### src/rtl/ft245_device_emu.sv
// FTDI-side emulator of the FT245 asynchronous FIFO bus: answers RD#/WR# strobes from an
// FPGA controller and bridges each direction to a host-side ready/valid byte FIFO.
module ft245_device_emu #(
    parameter int DEPTH_LOG2   = 4,
    parameter int RD_DELAY     = 2,
    parameter int RXF_INACTIVE = 4,
    parameter int TXE_INACTIVE = 4
) (
    input  logic       clk,
    input  logic       rst,
    input  logic [7:0] data_in_245,
    output logic [7:0] data_out_245,
    output logic       data_oe_245,
    output logic       rxf_245,
    input  logic       rx_245,
    output logic       txe_245,
    input  logic       wr_245,
    input  logic [7:0] host_tx_data,
    input  logic       host_tx_valid,
    output logic       host_tx_ready,
    output logic [7:0] host_rx_data,
    output logic       host_rx_valid,
    input  logic       host_rx_ready
);
    localparam int DEPTH = 1 << DEPTH_LOG2;
    localparam int PW    = DEPTH_LOG2 + 1;
    localparam int CW    = 8;

    typedef enum logic [1:0] {R_IDLE, R_WAIT, R_DRIVE, R_RECOVER} rd_state_t;
    typedef enum logic [1:0] {W_IDLE, W_ACTIVE, W_RECOVER} wr_state_t;

    // ---------------- strobe / data synchronizers ----------------
    logic       r_rd_s1, r_rd_s2, r_wr_s1, r_wr_s2;
    logic [7:0] r_din_s1, r_din_s2;
    logic [1:0] r_warm;
    logic       r_rd_arm, r_wr_arm;
    logic       w_rd_fall, w_rd_rise, w_wr_fall, w_wr_rise;

    // A strobe must be seen high by a real (post-reset) sample before its fall counts,
    // so a strobe held low across reset cannot start a transfer.
    always_ff @(posedge clk or posedge rst) begin
        if (rst) begin
            r_rd_s1  <= 1'b1;
            r_rd_s2  <= 1'b1;
            r_wr_s1  <= 1'b1;
            r_wr_s2  <= 1'b1;
            r_din_s1 <= '0;
            r_din_s2 <= '0;
            r_warm   <= '0;
            r_rd_arm <= 1'b0;
            r_wr_arm <= 1'b0;
        end else begin
            r_rd_s1  <= rx_245;
            r_rd_s2  <= r_rd_s1;
            r_wr_s1  <= wr_245;
            r_wr_s2  <= r_wr_s1;
            r_din_s1 <= data_in_245;
            r_din_s2 <= r_din_s1;
            r_warm   <= {r_warm[0], 1'b1};
            r_rd_arm <= r_rd_arm | (r_warm[1] & r_rd_s2);
            r_wr_arm <= r_wr_arm | (r_warm[1] & r_wr_s2);
        end
    end

    assign w_rd_fall = r_rd_arm & r_rd_s2 & ~r_rd_s1;
    assign w_rd_rise = ~r_rd_s2 & r_rd_s1;
    assign w_wr_fall = r_wr_arm & r_wr_s2 & ~r_wr_s1;
    assign w_wr_rise = ~r_wr_s2 & r_wr_s1;

    // ---------------- RX FIFO (host -> FPGA) ----------------
    logic [7:0]    r_rx_mem [DEPTH];
    logic [PW-1:0] r_rx_wr_ptr, r_rx_rd_ptr;
    logic          w_rx_empty, w_rx_full, w_rx_push, w_rx_pop;
    logic [7:0]    w_rx_head;

    assign w_rx_empty    = (r_rx_wr_ptr == r_rx_rd_ptr);
    assign w_rx_full     = (r_rx_wr_ptr[PW-1] != r_rx_rd_ptr[PW-1]) &&
                           (r_rx_wr_ptr[PW-2:0] == r_rx_rd_ptr[PW-2:0]);
    assign host_tx_ready = ~rst & ~w_rx_full;
    assign w_rx_push     = host_tx_valid & host_tx_ready;
    assign w_rx_head     = r_rx_mem[r_rx_rd_ptr[PW-2:0]];

    always_ff @(posedge clk) begin
        if (w_rx_push)
            r_rx_mem[r_rx_wr_ptr[PW-2:0]] <= host_tx_data;
    end

    always_ff @(posedge clk or posedge rst) begin
        if (rst) begin
            r_rx_wr_ptr <= '0;
            r_rx_rd_ptr <= '0;
        end else begin
            if (w_rx_push) r_rx_wr_ptr <= r_rx_wr_ptr + 1'b1;
            if (w_rx_pop)  r_rx_rd_ptr <= r_rx_rd_ptr + 1'b1;
        end
    end

    // ---------------- TX FIFO (FPGA -> host) ----------------
    logic [7:0]    r_tx_mem [DEPTH];
    logic [PW-1:0] r_tx_wr_ptr, r_tx_rd_ptr;
    logic          w_tx_empty, w_tx_full, w_tx_push, w_tx_pop;

    assign w_tx_empty    = (r_tx_wr_ptr == r_tx_rd_ptr);
    assign w_tx_full     = (r_tx_wr_ptr[PW-1] != r_tx_rd_ptr[PW-1]) &&
                           (r_tx_wr_ptr[PW-2:0] == r_tx_rd_ptr[PW-2:0]);
    assign host_rx_valid = ~w_tx_empty;
    assign host_rx_data  = r_tx_mem[r_tx_rd_ptr[PW-2:0]];
    assign w_tx_pop      = host_rx_valid & host_rx_ready;

    always_ff @(posedge clk) begin
        if (w_tx_push)
            r_tx_mem[r_tx_wr_ptr[PW-2:0]] <= r_din_s2;
    end

    always_ff @(posedge clk or posedge rst) begin
        if (rst) begin
            r_tx_wr_ptr <= '0;
            r_tx_rd_ptr <= '0;
        end else begin
            if (w_tx_push) r_tx_wr_ptr <= r_tx_wr_ptr + 1'b1;
            if (w_tx_pop)  r_tx_rd_ptr <= r_tx_rd_ptr + 1'b1;
        end
    end

    // ---------------- read FSM (RD# / RXF#) ----------------
    rd_state_t       r_rd_state;
    logic [CW-1:0]   r_rd_cnt;
    logic            r_rxf, r_oe;
    logic [7:0]      r_dout;

    assign w_rx_pop = (r_rd_state == R_DRIVE) & w_rd_rise;

    always_ff @(posedge clk or posedge rst) begin
        if (rst) begin
            r_rd_state <= R_IDLE;
            r_rd_cnt   <= '0;
            r_rxf      <= 1'b1;
            r_oe       <= 1'b0;
            r_dout     <= '0;
        end else begin
            case (r_rd_state)
                R_IDLE: begin
                    r_rxf <= w_rx_empty;
                    // A fall on an empty FIFO is an underrun: leave the bus alone.
                    if (w_rd_fall && !w_rx_empty) begin
                        r_rd_state <= R_WAIT;
                        r_rd_cnt   <= CW'(RD_DELAY - 1);
                    end
                end
                R_WAIT: begin
                    if (w_rd_rise) begin
                        r_rd_state <= R_RECOVER;
                        r_rd_cnt   <= CW'(RXF_INACTIVE - 1);
                        r_rxf      <= 1'b1;
                    end else if (r_rd_cnt == '0) begin
                        r_rd_state <= R_DRIVE;
                        r_oe       <= 1'b1;
                        r_dout     <= w_rx_head;
                    end else begin
                        r_rd_cnt <= r_rd_cnt - 1'b1;
                    end
                end
                R_DRIVE: begin
                    if (w_rd_rise) begin
                        r_rd_state <= R_RECOVER;
                        r_rd_cnt   <= CW'(RXF_INACTIVE - 1);
                        r_oe       <= 1'b0;
                        r_rxf      <= 1'b1;
                    end
                end
                R_RECOVER: begin
                    if (r_rd_cnt == '0) begin
                        r_rd_state <= R_IDLE;
                        r_rxf      <= w_rx_empty;
                    end else begin
                        r_rd_cnt <= r_rd_cnt - 1'b1;
                        r_rxf    <= 1'b1;
                    end
                end
                default: r_rd_state <= R_IDLE;
            endcase
        end
    end

    assign rxf_245      = r_rxf;
    assign data_oe_245  = r_oe;
    assign data_out_245 = r_dout;

    // ---------------- write FSM (WR# / TXE#) ----------------
    wr_state_t     r_wr_state;
    logic [CW-1:0] r_wr_cnt;
    logic          r_txe;

    // A write against a full FIFO still completes the handshake; the byte is dropped.
    assign w_tx_push = (r_wr_state == W_ACTIVE) & w_wr_rise & ~w_tx_full;

    always_ff @(posedge clk or posedge rst) begin
        if (rst) begin
            r_wr_state <= W_IDLE;
            r_wr_cnt   <= '0;
            r_txe      <= 1'b1;
        end else begin
            case (r_wr_state)
                W_IDLE: begin
                    r_txe <= w_tx_full;
                    if (w_wr_fall)
                        r_wr_state <= W_ACTIVE;
                end
                W_ACTIVE: begin
                    if (w_wr_rise) begin
                        r_wr_state <= W_RECOVER;
                        r_wr_cnt   <= CW'(TXE_INACTIVE - 1);
                        r_txe      <= 1'b1;
                    end
                end
                W_RECOVER: begin
                    if (r_wr_cnt == '0) begin
                        r_wr_state <= W_IDLE;
                        r_txe      <= w_tx_full;
                    end else begin
                        r_wr_cnt <= r_wr_cnt - 1'b1;
                        r_txe    <= 1'b1;
                    end
                end
                default: r_wr_state <= W_IDLE;
            endcase
        end
    end

    assign txe_245 = r_txe;

endmodule

### config.mk
export PLATFORM = sky130hd
export DESIGN_NAME = ft245_device_emu
export DESIGN_NICKNAME = d
export VERILOG_FILES = /design/src/rtl/ft245_device_emu.sv
export SDC_FILE = /design/constraint.sdc
export NUM_CORES = 1
export LEC_CHECK = 0
export CELL_PAD_IN_SITES_DETAIL_PLACEMENT = 2
export CELL_PAD_IN_SITES_GLOBAL_PLACEMENT = 2
export CORE_MARGIN = 8
export CORE_UTILIZATION = 50
export DETAILED_ROUTE_END_ITERATION = 10
export GPL_TIMING_DRIVEN = 0
export PLACE_DENSITY = 0.89
export SKIP_LAST_GASP = 1
export SLEW_MARGIN = 10
export SYNTH_ARGS = -nofsm -noshare
export SYNTH_HDL_FRONTEND = slang
export SYNTH_SLANG_ARGS = --single-unit
### constraint.sdc
create_clock -name clk -period 3.5 [get_ports clk]
set_input_delay 0.7 -clock clk [delete_from_list [all_inputs] [get_ports clk]]
set_output_delay 0.7 -clock clk [all_outputs]
set_load 0.02 [all_outputs]
==> results.ini <==
[run_status]
status = complete, no violations

[detailed_routing]
drtPass1Iterations = 5
dr_total_vias = 7385
initialDrtViolationCount = 529
wl_um = 39000
post_drt_wl_per_cell_um = 32.5
drtAntennaViolNets = 0
drc = 0
routed_via_density = 6.17

[worst_setup_path]
crit_fanout = 10
worstSetupPathType = reg2out
setup.worst_path.end_class = output pin
start_kind = flop
required_ns = 2.80
regToRegStartpoint = r_tx_wr_ptr[2]$_DFFE_PP0P_
crit_start = r_tx_rd_ptr[0]$_DFFE_PP0P_
crit_arrival_ns = 2.71

[grt]
grt_usage_pct = 24.4
grt_pass1_vias = 8457
grt_max_degree = 30
overflow = 0
grt_pass1_wl_um = 58200
grt_antenna_before_repair = 0

[sta]
fin_crit_ns = 3.41
fin_setup_tns_ns = 0
drv_slew = 0
finalSetupViolCount = 0
max_freq_mhz = 293
fin_skew_ns = 0.0280
finalHoldViolCount = 0
period_share_pct = 97.4
rsz0062_at_grt = true
fin_hold_ws_ns = 0.359
relSlewSlack_pct = 29.6
tightest_slew_ns = 1.03

[place]
port_buffers = 42
gp_congestion = 0.778
dp.cells = 1131
placed_area_um2 = 14300
hpwl_um = 25300

[clocking]
cts_setup_buffers = 0
cts_sinks = 331
cts-root-buf = clkbuf_16
htree_levels = 2
holdBufCountCts = 0
cts_max_path_buffers = 3
ctsResizeCount = 26
cts_tree = built
path_clk_slew_ns = 0.06
cts_buffers = 36
clk_latency_ns = 0.54

[floorplanning]
die_area_um2 = 32300
ioPinCount = 43
fp.dieH_um = 180
start_util_pct = 50.3
num_rows = 60
die_w_um = 180
coreArea_um2 = 26700

[final_layout]
fin_nets = 871
fin_area_um2 = 15500
layout_common_cells = edfxtp_1 (256), dfrtp_1 (69), mux4_2 (64)
diodes = 0
final_cell_count_no_fill = 1197
area_delta_synth_final_pct = 15.8
final_common_cell = edfxtp_1
final_layout_size_suffix_gt1_share_pct = 20.9

[logic_synthesis]
syn_area_um2 = 13400
synth.distinct_cells = 59
async_reset_ff_share_pct = 22.7
synth_cells = 745
synth_ff_type = edfxtp_1
synth_top_cell_area_share_pct = 57.3
synth_edf_count = 256
syn_area_per_cell_um2 = 18.0
synth-seq-area-share_pct = 71.4
synth_area_leader_cell = edfxtp_1
synth_area_leaders = edfxtp_1 (57%), dfrtp_1 (13%), mux4_2 (11%), ha_1 (2.0%), mux2i_1 (1.8%)
ys_warn_count = 0
ys_seq_elements = 331
synth_nets = 788

[pwr]
power_mw = 13.0
leakage_nw = 5.49
power_density_nw_per_um2 = 838
peakVddDrop_mv = 0.464

[worst_hold_path]
min_from = r_din_s1[2]$_DFF_PP0_
hold_class = reg2reg

[flow_run]
maxCapViolations = 0

## worst max-delay path, stage by stage, from the launching register on
cell,delay [ns]
dfrtp_1,0.41
buf_8,0.19
buf_12,0.17
mux4_2,0.54
nor2b_1,0.17
a211oi_2,0.28
a21oi_1,0.06
dlygate4sd2_1,0.35
## metrics by stage
step | setup WS, ns | utilization [%]
floorplan | 0.427 | -
CTS | -0.0270 | 58.2
finish | 0.0919 | 58.3
global placement | -1.22 | 53.5
detailed placement | -0.0251 | 53.7
global route | -0.00269 | 58.3
## where the power goes
group	switching [mW]	internal, mW
logic	2.55	1.78
registers	0.322	4.62
clock network	1.60	2.16
total	4.46	8.56
## metal layers
metal	global-route usage [%]	part of all wire (%)	up-vias
met1	28.0	38	3993
met2	45.5	55	241
met5	0	0	-
met4	7.87	3.1	0
met3	4.25	4.2	62
li1	-	-	3089
## registers in the layout (all words and copies together) (netlist names), 2 cells and up
| signal | cells |
|---|---|
| r_tx_rd_ptr | 5 |
| r_tx_wr_ptr | 5 |
| r_din_s2 | 8 |
| r_warm | 2 |
| r_rx_rd_ptr | 5 |
| r_wr_state | 2 |
| r_rd_cnt | 8 |
| r_rx_mem | 128 |
| data_out_245 | 8 |
| r_wr_cnt | 8 |
| r_rd_state | 2 |
| r_tx_mem | 128 |
| r_rx_wr_ptr | 5 |
| r_din_s1 | 8 |
## path summary, 6_finish.rpt
| check | end | cells after the start | slack (ns) |
|---|---|---|---|
| worst max register to register | r_tx_mem[3][2]$_DFFE_PP_ | 7 | 0.47 |
| worst min-delay path | r_din_s2[2]$_DFF_PP0_ | 0 | 0.36 |
| max in group asynchronous | txe_245$_DFFE_PP1P_ | 3 | 2.24 |
| min in group asynchronous | r_rd_state[0]$_DFFE_PP0P_ | 2 | 0.62 |
| worst max-delay path | host_rx_data[4] | 7 | 0.09 |
| worst min register to register | r_din_s2[2]$_DFF_PP0_ | 0 | 0.36 |
## cells in the mapped netlist (3+ instances only)
library cell / number
edfxtp_1: 256
dfrtp_1: 69
mux4_2: 64
nor2_1: 36
and3_1: 30
mux2i_1: 24
ha_1: 21
a21oi_1: 19
o21ai_0: 16
xnor2_1: 16
xor2_1: 16
inv_1: 15
nor2b_1: 15
buf_2: 14
nand2_1: 14
clkbuf_1: 12
a211oi_1: 10
nor3_1: 9
a221oi_2: 8
dfstp_2: 6
nand4_1: 6
nand2b_1: 5
nand3_1: 5
a31oi_1: 4
buf_1: 3
buf_4: 3
clkbuf_2: 3
mux2_2: 3
nand3b_1: 3
nor4_1: 3
## logic make-up (layout without fill, tap and decap cells)
kind of cell    Yosys count  in the layout  synth area share [%]
flops                   331            331                  71.4
simple gates            143            143                  5.93
mux                      91             91                  12.8
compound gates           74             74                  3.96
buf+inv                  52            163                  1.87
xor+xnor                 32             32                  2.09
fa+ha+maj                21             21                  1.96
other cells               1              1                0.0280
## cell type report
cell class	count	area, um^2
repair buffers	45	460
clock buffers	46	991
well taps	341	427
flip-flops and latches	331	9570
plain buffers	37	233
clock inverters	20	158
fillers	2198	11100
multi-input cells	362	3630
inverters	15	60.1
Power figures use the tool's default switching activity.
